$ cat src/rtl/systolic_setup_left_in_pkg.sv
// Shared definitions for the systolic array left-edge input path.
package systolic_setup_left_in_pkg;

    localparam int DATA_SIZE_DEF = 8;
    localparam int MAC_WIDTH_DEF = 4;

    typedef enum logic [0:0] {
        ST_IDLE   = 1'b0,
        ST_STREAM = 1'b1
    } skew_state_t;

    // Flat position of element A[i][k] within a W x W matrix bus.
    function automatic int elem_idx(input int i, input int k, input int w = MAC_WIDTH_DEF);
        return k * w + i;
    endfunction

    // Width of a counter that must hold 0..2W-2.
    function automatic int step_width(input int w);
        return (2 * w - 1 > 1) ? $clog2(2 * w - 1) : 1;
    endfunction

endpackage

$ cat src/rtl/systolic_setup_left_in_skew_lane.sv
// One row of the diagonal wavefront: presents A[ROW][step-ROW] or zero.
module systolic_skew_lane
    import systolic_setup_left_in_pkg::*;
#(
    parameter int DATA_SIZE = DATA_SIZE_DEF,
    parameter int MAC_WIDTH = MAC_WIDTH_DEF,
    parameter int ROW       = 0,
    parameter int STEP_W    = step_width(MAC_WIDTH)
) (
    input  logic                           clock,
    input  logic                           reset,
    input  logic                           active,
    input  logic [STEP_W-1:0]              step,
    input  logic [DATA_SIZE*MAC_WIDTH-1:0] row_data,
    output logic [DATA_SIZE-1:0]           lane_out
);

    logic [DATA_SIZE-1:0] sel;

    // Pick the column that lines up with this row on the given step; zero pads the skew triangle.
    always_comb begin
        sel = '0;
        for (int k = 0; k < MAC_WIDTH; k++) begin
            if (active && (int'(step) == ROW + k)) begin
                sel = row_data[k*DATA_SIZE +: DATA_SIZE];
            end
        end
    end

    // Registered lane drive into the array.
    always_ff @(posedge clock) begin
        if (reset) begin
            lane_out <= '0;
        end else begin
            lane_out <= sel;
        end
    end

endmodule

$ cat src/rtl/systolic_setup_left_in.sv
// Left-edge input skewer: captures matrix A on instr and streams it as a diagonal wavefront.
//
//   state     | meaning
//   ----------+-----------------------------------------------------------
//   ST_IDLE   | no matrix in flight, lanes drive zero, all slots requesting
//   ST_STREAM | step counter walks 0..2W-2, lanes present the skewed rows
module systolic_setup_left_in
    import systolic_setup_left_in_pkg::*;
#(
    parameter int DATA_SIZE = DATA_SIZE_DEF,
    parameter int MAC_WIDTH = MAC_WIDTH_DEF
) (
    input  logic                                     clock,
    input  logic                                     reset,
    input  logic                                     instr,
    input  logic [DATA_SIZE*MAC_WIDTH*MAC_WIDTH-1:0] matrix_in,
    output logic [MAC_WIDTH*MAC_WIDTH-1:0]           matrix_in_request,
    output logic [DATA_SIZE*MAC_WIDTH-1:0]           matrix_out
);

    localparam int                STEP_W    = step_width(MAC_WIDTH);
    localparam logic [STEP_W-1:0] LAST_STEP = STEP_W'(2 * MAC_WIDTH - 2);

    skew_state_t state_q, state_d;
    logic [STEP_W-1:0] step_q;
    logic [STEP_W-1:0] step_next;
    logic [DATA_SIZE*MAC_WIDTH*MAC_WIDTH-1:0] buffer_q;
    logic [DATA_SIZE*MAC_WIDTH*MAC_WIDTH-1:0] src_matrix;
    logic at_last;
    logic start;
    logic lane_active;

    assign at_last = (state_q == ST_STREAM) && (step_q == LAST_STEP);

    // State register.
    always_ff @(posedge clock) begin
        if (reset) begin
            state_q <= ST_IDLE;
        end else begin
            state_q <= state_d;
        end
    end

    // Next state: a start on the final step keeps streaming with no bubble.
    always_comb begin
        state_d = state_q;
        case (state_q)
            ST_IDLE:   if (instr) state_d = ST_STREAM;
            ST_STREAM: if (at_last && !instr) state_d = ST_IDLE;
            default:   state_d = ST_IDLE;
        endcase
    end

    // FSM outputs: capture strobe, lane enable and the step the lanes will show next.
    always_comb begin
        start       = instr && ((state_q == ST_IDLE) || at_last);
        lane_active = start || ((state_q == ST_STREAM) && !at_last);
        step_next   = start ? '0 : step_q + STEP_W'(1);
    end

    // Step counter; parks at zero while idle.
    always_ff @(posedge clock) begin
        if (reset) begin
            step_q <= '0;
        end else if (start) begin
            step_q <= '0;
        end else if (state_q == ST_STREAM) begin
            step_q <= at_last ? '0 : step_q + STEP_W'(1);
        end
    end

    // Operand buffer, written only on a start so a mid-stream instr cannot disturb it.
    always_ff @(posedge clock) begin
        if (reset) begin
            buffer_q <= '0;
        end else if (start) begin
            buffer_q <= matrix_in;
        end
    end

    // Step 0 is registered on the capture edge itself, before the buffer holds the data.
    assign src_matrix = start ? matrix_in : buffer_q;

    // Slot A[i][k] frees up once the step that presented it (t = i+k) has ended.
    always_ff @(posedge clock) begin
        if (reset) begin
            matrix_in_request <= '1;
        end else if (start) begin
            matrix_in_request <= '0;
        end else if (state_q == ST_STREAM) begin
            for (int i = 0; i < MAC_WIDTH; i++) begin
                for (int k = 0; k < MAC_WIDTH; k++) begin
                    if (int'(step_q) == i + k) begin
                        matrix_in_request[elem_idx(i, k, MAC_WIDTH)] <= 1'b1;
                    end
                end
            end
        end
    end

    for (genvar gi = 0; gi < MAC_WIDTH; gi++) begin : g_row
        logic [DATA_SIZE*MAC_WIDTH-1:0] row_data;

        for (genvar gk = 0; gk < MAC_WIDTH; gk++) begin : g_col
            assign row_data[gk*DATA_SIZE +: DATA_SIZE] =
                src_matrix[elem_idx(gi, gk, MAC_WIDTH)*DATA_SIZE +: DATA_SIZE];
        end

        systolic_skew_lane #(
            .DATA_SIZE (DATA_SIZE),
            .MAC_WIDTH (MAC_WIDTH),
            .ROW       (gi),
            .STEP_W    (STEP_W)
        ) u_lane (
            .clock    (clock),
            .reset    (reset),
            .active   (lane_active),
            .step     (step_next),
            .row_data (row_data),
            .lane_out (matrix_out[gi*DATA_SIZE +: DATA_SIZE])
        );
    end

endmodule

$ cat config.mk
export PLATFORM = sky130hd
export DESIGN_NAME = systolic_setup_left_in
export DESIGN_NICKNAME = d
export VERILOG_FILES = /design/src/rtl/systolic_setup_left_in_pkg.sv /design/src/rtl/systolic_setup_left_in_skew_lane.sv /design/src/rtl/systolic_setup_left_in.sv
export SDC_FILE = /design/constraint.sdc
export NUM_CORES = 1
export LEC_CHECK = 0
export ABC_AREA = 1
export CORE_UTILIZATION = 55
export CTS_CLUSTER_DIAMETER = 30
export DETAILED_ROUTE_END_ITERATION = 16
export DONT_BUFFER_PORTS = 1
export MAX_ROUTING_LAYER = met4
export PLACE_DENSITY = 0.82
export SLEW_MARGIN = 20
export SYNTH_ARGS = -nofsm -noshare
export SYNTH_HDL_FRONTEND = slang
export SYNTH_SLANG_ARGS = --single-unit
$ cat constraint.sdc
create_clock -name clock -period 4.6 [get_ports clock]
set_clock_uncertainty 0.05 [all_clocks]
set_input_delay 0.92 -clock clock [delete_from_list [all_inputs] [get_ports clock]]
set_output_delay 0.92 -clock clock [all_outputs]
set_load 0.02 [all_outputs]
==> Yosys cells after proc, flatten, opt, wreduce, memory -nomap -nowiden <==
Cells that the tools add are included.
{ "word_totals": {"reg_bits": 180, "in_bits": 131, "out_inout_bits": 48, "word_cells": 93} }
{ "op_classes": {"addsub": 1, "n_eq_ne": 13, "mux": 31, "bitwise": 1, "reduce_logical": 33} }
{ "ops": {"columns": ["cell", "n"], "rows": [
  ["two-way mux 128 bit", 1],
  ["two-way mux 8 bit", 16],
  ["two-way mux 16 bit", 2],
  ["equality test 3 bit (second input constant)", 9],
  ["nonzero test 2 bit", 8],
  ["AND reduction 2 bit", 7],
  ["equality test 3 x 2 -> 1 bit (second input constant)", 4],
  ["logical AND 1 bit", 11],
  ["two-way mux 1 bit", 9],
  ["zero test 3 bit", 2],
  ["two-way mux 3 bit", 2],
  ["adder 3 x 1 -> 3 bit (second input constant)", 1],
  ["zero test 1 bit", 2],
  ["logical OR 1 bit", 2],
  ["case mux 1 bit (2 select lines)", 1],
  ["OR reduction 2 bit", 1],
  ["NOT 1 bit", 1]
]} }

==> Logic depth before layout (Yosys ltp) <==
Gate-level depths: netlist (run 1).
{ "depth": {"word_depth": 11, "depth_mapped": 15, "depth_no_buf": 12} }

==> By module <==
From an unflattened synthesis (run 1), not the netlist that was laid out.
{ "hier_totals": {"hier_cells": 1541, "area_unflattened_um2": 9430.3} }
{ "by_module_without_submodules": {"columns": ["mod", "n_inst", "cells_each", "area_each_um2", "seq_area_each_um2"], "rows": [
  ["systolic_setup_left_in", 1, 1160, 7036.7, 2782.7],
  ["systolic_skew_lane (g_row[2].u_lane)", 1, 111, 641.9, 160.2],
  ["systolic_skew_lane (g_row[1].u_lane)", 1, 101, 606.8, 160.2],
  ["systolic_skew_lane (g_row[0].u_lane)", 1, 83, 584.3, 160.2],
  ["systolic_skew_lane (g_row[3].u_lane)", 1, 86, 560.5, 160.2]
]} }

==> Worst setup path before layout (run 1) <==
OpenSTA, ideal clock, no wires.
{ "synth_timing": {"kind": "input to register", "start": "in instr", "end": "reg g_row[0].u_lane.lane_out[1]", "setup_ns": 0.058, "arrival_ns": 1.969, "required_ns": 4.492, "setup_slack_ns": 2.523, "cell_stages": 10, "n_path_buf": 2, "cell_sequence": "clkbuf_1 > inv_1 > nand2_1 > nand2_1 > nor2_2 > buf_4 > nand2_1 > nand3_1 > nand2_1 > nand2_1"} }
{ "synth_between": {"elab_chain_len": 8, "elab_cells_between_ends": 16, "classes_between": "3 x eq/ne; 6 x mux; 7 x reduce/logical"} }
{ "synth_lines": {"columns": ["item", "line_no", "text"], "rows": [
  ["start, declared", "systolic_setup_left_in.sv:15", "input logic instr,"],
  ["logical AND 1 bit (*)", "systolic_setup_left_in.sv:56", "start = instr && ((state_q == ST_IDLE) || at_last);"],
  ["two-way mux 3 bit", "systolic_setup_left_in.sv:58", "step_next = start ? '0 : step_q + STEP_W'(1);"],
  ["zero test 3 bit", "systolic_setup_left_in_skew_lane.sv:24", "if (active && (int'(step) == ROW + k)) begin"],
  ["logical AND 1 bit", "systolic_setup_left_in_skew_lane.sv:24", null],
  ["two-way mux 8 bit (3 in series)", "systolic_setup_left_in_skew_lane.sv:24", null],
  ["two-way mux 8 bit (*)", "systolic_setup_left_in_skew_lane.sv:24", null],
  ["end signal, assigned", "systolic_setup_left_in_skew_lane.sv:35", "lane_out <= sel;"],
  ["end, declared", "systolic_setup_left_in_skew_lane.sv:15", "output logic [DATA_SIZE-1:0] lane_out"]
]} }
Mark *: on every way between the ends. The rest lies on a longest branch, timed or not.
A chain may end at the register's enable or synchronous reset.

==> Worst setup path after layout (run 1) <==
{ "layout_timing": {"start": "reg step_q[0]", "end": "reg g_row[1].u_lane.lane_out[0]"} }
{ "layout_between": {"elab_chain_len": 11, "elab_cells_between_ends": 22, "classes_between": "1 x add/sub; 5 x eq/ne; 6 x mux; 10 x reduce/logical"} }
{ "layout_lines": {"columns": ["item", "line_no", "text"], "rows": [
  ["start, declared", "systolic_setup_left_in.sv:25", "logic [STEP_W-1:0] step_q;"],
  ["start signal, assigned", "systolic_setup_left_in.sv:68", "step_q <= at_last ? '0 : step_q + STEP_W'(1);"],
  ["parallel branches: the longest is 10 deep, another holds adder 3 x 1 -> 3 bit", null, null],
  ["two-way mux 8 bit (*)", "systolic_setup_left_in_skew_lane.sv:24", null],
  ["end signal, assigned", "systolic_setup_left_in_skew_lane.sv:35", null],
  ["end, declared", "systolic_setup_left_in_skew_lane.sv:15", null]
]} }
Every way passes the cells marked *.

==> results, run 1 <==
- In the final timing run, aggregate negative setup slack is 0 ps.
- The post-synthesis area per instance is approximately 6.9 um2.
- The buffer depth of the longest clock path is 2.
- Measured along the x axis, the die boundary spans between 100 and 150 um.
- For flop-to-flop paths, the worst setup slack is 1610 ps.
- In this run the critical register-to-register path is captured at g_row[1].u_lane.lane_out[0].
- For this run, the post-layout net count is 1161.
- The leading cell type in the layout, fill and taps excluded is sky130_fd_sc_hd__nand2_1.
- For this run, the share of the core covered by cells in the final layout is between 60 and 70%.
- The remaining global-route overflow is 0.
- The total wire length is between 15 and 20 mm.
- Yosys mapped a number of flops with a built-in enable equal to 0.
- The maximum number of pins on one net before global-route repair is approximately 130.
- The first global-routing pass estimated 29.5 mm of wire.
- The part of the cycle the worst path needs is around two thirds.
- The routed design could run at a clock period as short as ~3000 ps.
- At the worst endpoint, the required time is approximately 4900 ps.
- The floorplan step defined a die boundary enclosing around 14000 um2.
- The final number of hold-violating endpoints was 0.
- Along the worst path, the maximum fanout reaches 66.
- In this run, CTS created clock tree buffers numbering 17.
- Counting every sink on the clock net gives between 150 and 200.
- The sink of the worst hold path is buffer_q[111].
- The floorplan step defined a core boundary enclosing between 10000 and 15000 um2.
- The kind of cell with the highest combined delay on the critical path is simple AND/OR/NAND/NOR gates.
- The clock tree from TritonCTS is done.
- STA classifies the critical path endpoint as a flip-flop.
- In the layout the commonest cells are sky130_fd_sc_hd__nand2_1, sky130_fd_sc_hd__dfxtp_1, sky130_fd_sc_hd__nor2_1, sky130_fd_sc_hd__a21oi_1, sky130_fd_sc_hd__inv_1.
- The standard-cell row count is 41.
- The net count after synthesis is between 1000 and 1500.
- The clock root buffer is sky130_fd_sc_hd__clkbuf_16.
- 179 I/O pins were placed.
- The instance count after placement with tap cells included is 1178.
- The depth of the CTS H-tree is 4.
- The number of max-capacitance violations reported is 0.
- The final non-filler cell total is around 1200.
- The final setup slack of the worst path is between 1500 and 2000 ps.
- Setup repair after global routing left no endpoint under its margin.
- The arrival time reported for the critical path endpoint is 3310 ps.
- The number of gates resized after CTS was 0.
- The die is ~120 um tall.
- The slew at the pin closest to its max-slew limit is around 840 ps.
- The run finished with clean final reports.
- The clock-pin transition on the worst setup and hold timing paths is 60 ps.
- Counting cells, the worst reg-to-reg path comes to 11.
- Hold repair after CTS inserted 0 buffers.
- The violation count after the first detailed-route iteration is around 520.
- The fraction of synthesis flops using an asynchronous set or reset pin is 0%.
- The post-synthesis cell count is 1069.
- The fraction of layout instances using a drive strength above 1 is 5.69%.
- The post-synthesis sequential area ratio is 46.5%.
- The number of failing setup endpoints in the final timing report is 0.
- The total number of yosys warnings is 0.
- Across the VDD grid, the largest voltage drop is approximately 340 uV.
- In this run the static leakage power is between 3 and 4 nW.
- The count of final max-slew check failures was 0.
- The highest cell delay on the worst timing path is 660 ps.
- For this configuration, the core starts out at a cell density of between 50 and 60%.
- The cell depth of the worst hold path is 2.
- The first TritonRoute pass finished after 5 iterations.
- Together, buffers and inverters on the worst path number 1.
- The cell area after technology mapping is 7360 um2.
- The tightest hold path in the finished design has a slack of ~400 ps.
- The mean routed wirelength per cell is roughly 15 um.
- Once the clock tree was built, the setup fixing pass inserted 0 buffers.
- Global routing consumed, over all layers together, between 20% and 30% of the routing resources.
- At the placement stage, the worst setup path has a slack of between 1500 and 2000 ps.
- The worst setup path is of the flip-flop to flip-flop kind.
- Walking the worst path, the cells encountered are inv_2, ha_1, nand2_2, nand2_1, nand2_4, nand3_2, nor2_2, nand2_1, nand2_1, nor2_1, nor2_1.
- After detailed routing, the number of vias per cell comes to roughly 5.2.
- Power spread over the standard cell area amounts to 421 nW/um2.
- The layout overhead on the synthesized area is 5.66%.
- The count of state elements after synthesis is approximately 170.
- The initial antenna violation count is 1.
- The number of I/O port buffers is 0.
- The path type of the worst min-delay path is flip-flop to flip-flop.
- The worst-case headroom to the max-slew limit is 44.2%.
- The most frequently used flop master after synthesis is sky130_fd_sc_hd__dfxtp_1.
- Static timing analysis puts the maximum clock frequency at 334 MHz.
- The cell that appears most often on the critical path is sky130_fd_sc_hd__nand2_1.
- The clock reaches the later pin of the worst-skew pair after roughly 420 ps.
- The detailed router placed between 6000 and 7000 vias in this run.
- The worst hold path begins at buffer_q[111].
- The final routed DRC violation total is 0.
- Once detailed placement completed, the half-perimeter wirelength came to between 10 and 15 mm.
- The synthesized netlist contains 29 unique library cells.
- The startpoint of the lowest-slack register-to-register path is step_q[0].
- The library cell contributing the largest single delay on the critical path is sky130_fd_sc_hd__nor2_2.
- The sort of element at the start of the critical path is a flip-flop.
- The via count of the first global-routing pass is between 6000 and 7000.
- Routability-driven placement finished with a final weighted congestion of 0.820.
- The antenna violation net count after detailed routing is 0.
## registers in the layout (all words and copies together) (netlist names)
signal / count
g_row.u_lane.lane_out: 32
matrix_in_request: 7
step_q: 3
buffer_q: 128
state_q: 1
## worst max-delay path by stage
stage | start | endpoint | slack, ps | cells after the start
4_1_cts | step_q[0] | g_row[1].u_lane.lane_out[0] | 1660 | 11
3_5_place_dp | step_q[0] | g_row[2].u_lane.lane_out[3] | 1710 | 12
5_1_grt | step_q[0] | g_row[1].u_lane.lane_out[0] | 1360 | 11
2_1_floorplan | instr | g_row[0].u_lane.lane_out[1] | 2520 | 10
6_report | step_q[0] | g_row[1].u_lane.lane_out[0] | 1610 | 11
3_3_place_gp | step_q[0] | g_row[2].u_lane.lane_out[3] | 1770 | 12
## Yosys cell counts (4+ instances only)
library cell               number  share of area, %
sky130_fd_sc_hd__buf_6          7               1.1
sky130_fd_sc_hd__ha_1           5              0.85
sky130_fd_sc_hd__a21oi_2        8              0.95
sky130_fd_sc_hd__a21oi_1       94               6.4
sky130_fd_sc_hd__nand2_2        7              0.60
sky130_fd_sc_hd__clkbuf_1      21               1.1
sky130_fd_sc_hd__o21ai_0       40               2.7
sky130_fd_sc_hd__nor2_1       104               5.3
sky130_fd_sc_hd__nand3_1       64               4.4
sky130_fd_sc_hd__dfxtp_1      171                47
sky130_fd_sc_hd__buf_2         21               1.4
sky130_fd_sc_hd__o21ai_1        4              0.27
sky130_fd_sc_hd__nand2_1      410                21
sky130_fd_sc_hd__inv_1         73               3.7
sky130_fd_sc_hd__buf_4         15               1.5
## metal layers
layer	vias up	part of all wire [%]	global-route usage [%]
met1	2863	44	33.4
li1	3235	-	-
met4	0	1.6	9.46
met2	227	47	43.1
met3	21	8.2	8.67
met5	-	0	-
## cell type report
| type | instances | area (um2) |
|---|---|---|
| Clock inverter | 8 | 95.1 |
| Multi-Input combinational cell | 752 | 3240 |
| Sequential cell | 171 | 3420 |
| Fill cell | 1219 | 5050 |
| Antenna cell | 1 | 2.50 |
| Tap cell | 172 | 215 |
| Inverter | 77 | 292 |
| Clock buffer | 23 | 458 |
| Timing Repair Buffer | 6 | 45.0 |
## metrics by stage
step / total power, mW / area (um2)
final: 3.27 / 7770
after global routing: 3.41 / 7770
after CTS: 3.28 / 7770
after detailed placement: 1.94 / 7220
after global placement: 1.93 / 7210
after floorplan: 1.91 / 7360
## kinds of logic after synthesis
logic type | after synthesis | share of synthesized area (%)
AO/OA/AOI/OAI | 153 | 11.0
adder cells (fa/ha/maj) | 5 | 0.850
buffers and inverters | 146 | 9.63
flip-flops | 171 | 46.5
AND/OR/NAND/NOR | 594 | 32.0
## worst min-delay path, stage by stage (launching register included)
cell	delay, ps
sky130_fd_sc_hd__dfxtp_1	300
sky130_fd_sc_hd__nand2_1	50
sky130_fd_sc_hd__a21oi_1	70
## report_power, final
group | total (mW) | internal (mW) | switching (mW) | leakage (nW)
sequential | 1.62 | 1.56 | 0.0548 | 1.40
combinational | 0.292 | 0.0909 | 0.201 | 2.04
clock | 1.36 | 0.807 | 0.557 | 0.267
Note: power is estimated with default switching activity, not from simulation.
==> run 2: changes to the inputs <==
Clock period 4.6 ns to 3.02 ns, I/O delays scaled along.
==> results, run 2 (same netlist as run 1, synthesis figures left out) <==
- The arrival time reported for the critical path endpoint is 2790 ps (-520 ps).
- The achievable clock frequency was 396 MHz (+19%).
- The total wire length came to 18.3 mm (+1.3%).
- The total iterations of the first detailed-routing run was 6 (+1).
- The standard-cell row count is 41 (unchanged).
- The final non-filler cell total is 1219 (+0.74%).
- The final core utilization is 61.3% (+0.68 points).
- The largest registers in the layout are buffer_q: 128 flops, g_row.u_lane.lane_out: 32 flops, matrix_in_request: 7 flops.
- The flow ran to the end, and the final reports show no timing, DRC or antenna violations.
- The number of failing setup endpoints in the final timing report was 0 (unchanged).
- The post-detailed-route via-to-cell ratio is 5.19 (-0.96%).
- The number of gates resized after CTS was 0 (unchanged).
- The clock tree from TritonCTS is done.
- The count of final max-slew check failures is 0 (unchanged).
- The via count of the first global-routing pass is 5926 (-1.6%).
- The highest layer touched by signal routing is met4.
- The HPWL after detailed placement is 12.0 mm (+4.6%).
- The number of antenna diodes is 0 (-1).
- The clock root buffer is sky130_fd_sc_hd__clkbuf_16.
- The I/O pin total was 179 (unchanged).
- The worst IR drop on VDD came to 423 uV (+24%).
- The terminus of the critical flop-to-flop path is g_row[3].u_lane.lane_out[2].
- The placer's final routability congestion estimate is 0.862 (+5.1%).
- The library cell used most frequently in the layout, excluding fill and tap cells, is sky130_fd_sc_hd__nand2_1.
- The part of the total power dissipated in the clock network came to 41.8% (about the same).
- The final setup slack of the worst path came to 497 ps (-1110 ps).
- In this run the worst setup path begins at step_q[0].
- The antenna violation net count after detailed routing was 0 (unchanged).
- The startpoint of the lowest-slack register-to-register path is step_q[0].
- The clock latency on the worst-skew pair is 430 ps (about the same).
- The maximum number of pins on one net before global-route repair is 131 (unchanged).
- The instance count after placement with tap cells included was 1187 (+0.76%).
- The total number of vias is 6332 (-0.22%).
- The buffer depth of the longest clock path was 2 (unchanged).
- The count of hold-fix buffers inserted at cts is 0 (unchanged).
- The effective utilization at floorplan was 57.4% (unchanged).
- The number of fill cells in the layout is 1205 (-1.1%).
- The worst-case headroom to the max-slew limit came to 45.3% (+1.2 points).
- The most flop-heavy register is buffer_q.
- The critical path required time was 3290 ps (-1620 ps).
- The violation count after the first detailed-route iteration is 491 (-6.3%).
- The number of max-capacitance violations reported is 0 (unchanged).
- The met2 wire length is 8.64 mm (+2.2%).
- The global-route wire length before repair is 29.4 mm (-0.35%).
- The number of I/O port buffers is 0 (unchanged).
- The part of the cycle the worst path needs is 83.6% (+18 points).
- The logic gate share of total power is 9.0% (about the same).
- The chip width was 118 um (unchanged).
- The cell-internal power is 3.76 mW (+53%).
- Setup repair after global routing left no endpoint under its margin.
- The flip-flop count of the largest register, all copies and words added came to 128 (unchanged).
- The share of total power in sequential cells is 49.2% (-0.2 points).
- The top fanout value on the critical path is 62 (-6.1%).
- The remaining global-route overflow was 0 (unchanged).
- The number of clock sinks is 171 (unchanged).
- The depth of the CTS H-tree is 4 (unchanged).
- The overall die area came to 13800 um2 (unchanged).
- The final routed DRC violation total is 0 (unchanged).
- The switching power of the nets is 1.25 mW (+53%).
- The post-route met1 wirelength is 7.85 mm (-0.53%).
- The path type of the worst min-delay path is input pin to flip-flop.
- The clock-pin transition on the worst setup and hold timing paths was 60 ps (about the same).
- The overall routing resource usage is 27.8% (+0.29 points).
- The critical path endpoint is g_row[3].u_lane.lane_out[2].
- The shortest clock period the worst path allows after layout is 2520 ps (-471 ps).
- The net switching fraction of the power came to 24.9% (about the same).
- The number of clock buffers inserted by TritonCTS is 17 (unchanged).
- The worst setup path is captured at a flip-flop.
- The static power due to leakage is 3.77 nW (+1.8%).
- The path type of the worst setup path is flip-flop to flip-flop.
- In the layout the commonest cells are sky130_fd_sc_hd__nand2_1, sky130_fd_sc_hd__dfxtp_1, sky130_fd_sc_hd__nor2_1, sky130_fd_sc_hd__a21oi_1, sky130_fd_sc_hd__inv_1.
- The fraction of layout instances using a drive strength above 1 came to 6.78% (+1.1 points).
- The area of the core is 12800 um2 (unchanged).
- The flop-to-flop setup slack is 500 ps (-1110 ps).
- The vertical die dimension is 118 um (unchanged).
- STA classifies the critical path startpoint as a flip-flop.
- The met3 wire length is 1.45 mm (-2.4%).
- The cell depth of the worst hold path is 1 (-1).
- Relative to the synthesized area, the layout overhead comes to 6.85%.
- The cell count of the worst reg-to-reg path came to 10 (-1).
- The setup slack after placement came to 566 ps (-1150 ps).
- The slew at the pin closest to its max-slew limit was 819 ps (-17.8 ps).
- The initial antenna violation count is 0 (-1).
- The total negative setup slack is 0 ps (unchanged).
- The power density relative to cell area came to 637 nW/um2 (+51%).
- The mean routed wirelength per cell is 15.0 um (+0.52%).
- The final number of hold-violating endpoints came to 0 (unchanged).
- The buffer count from post-CTS setup fixing came to 0 (unchanged).
- The number of nets in the layout is 1170 (+0.78%).
run 2: changes by cell type in the layout (fill, tap and decap cells not counted), sizes merged:
cell / before / now
buf: 6 / 15
bufinv: 2 / 1
clkinv: 4 / 5
clkinvlp: 2 / 1
clkbuf: 23 / 25
diode: 1 / 0
run 2: worst min-delay path by stage:
stage                     slack (ps)            end    startpoint
after floorplan                  400   buffer_q[71]  buffer_q[71]
after global placement           400   buffer_q[80]  buffer_q[80]
after detailed placement         400   buffer_q[81]  buffer_q[81]
after CTS                        190   buffer_q[49]         reset
after global routing             180  buffer_q[107]         reset
final                            200   buffer_q[49]         reset
run 2: area by class of cell:
class / instances / area [um2] / share of cell area (%)
clock inverter: 7 / 62.6 / 0.796
timing repair buffer: 15 / 125 / 1.59
multi-input combinational: 752 / 3240 / 41.2
sequential: 171 / 3420 / 43.5
tap: 172 / 215 / 2.74
inverter: 77 / 292 / 3.71
clock buffer: 25 / 505 / 6.43
run 2: critical path, cell delays in order (launching register included):
cell                      delay [ps]
sky130_fd_sc_hd__dfxtp_1         480
sky130_fd_sc_hd__inv_2           150
sky130_fd_sc_hd__ha_1            280
sky130_fd_sc_hd__nand2_2         100
sky130_fd_sc_hd__nand2_1         100
sky130_fd_sc_hd__nand2_4         120
sky130_fd_sc_hd__buf_4           490
sky130_fd_sc_hd__nand4_1         150
sky130_fd_sc_hd__buf_4           220
sky130_fd_sc_hd__a21oi_1         170
sky130_fd_sc_hd__nor2_1           60
run 2: stage by stage:
step	hold slack (ps)	cell area, um2	power [mW]
global route	176	7860	5.19
floorplan	396	7360	2.92
CTS	186	7860	5.03
finish	196	7860	5.01
global placement	400	7290	2.95
detailed placement	405	7290	2.96
run 2: metal layers:
layer,GRT usage [%],vias to the layer above
met4,11.0,0
met3,9.11,32
met2,43.7,223
met1,32.9,2824
met5,-,-
li1,-,3253
run 2: power by group through the flow:
stage	clock [mW]	combinational, mW	sequential (mW)
after floorplan	0	0.432	2.48
after global placement	0	0.438	2.51
after detailed placement	0	0.449	2.51
after CTS	2.11	0.453	2.46
after global routing	2.20	0.521	2.47
final	2.09	0.452	2.46
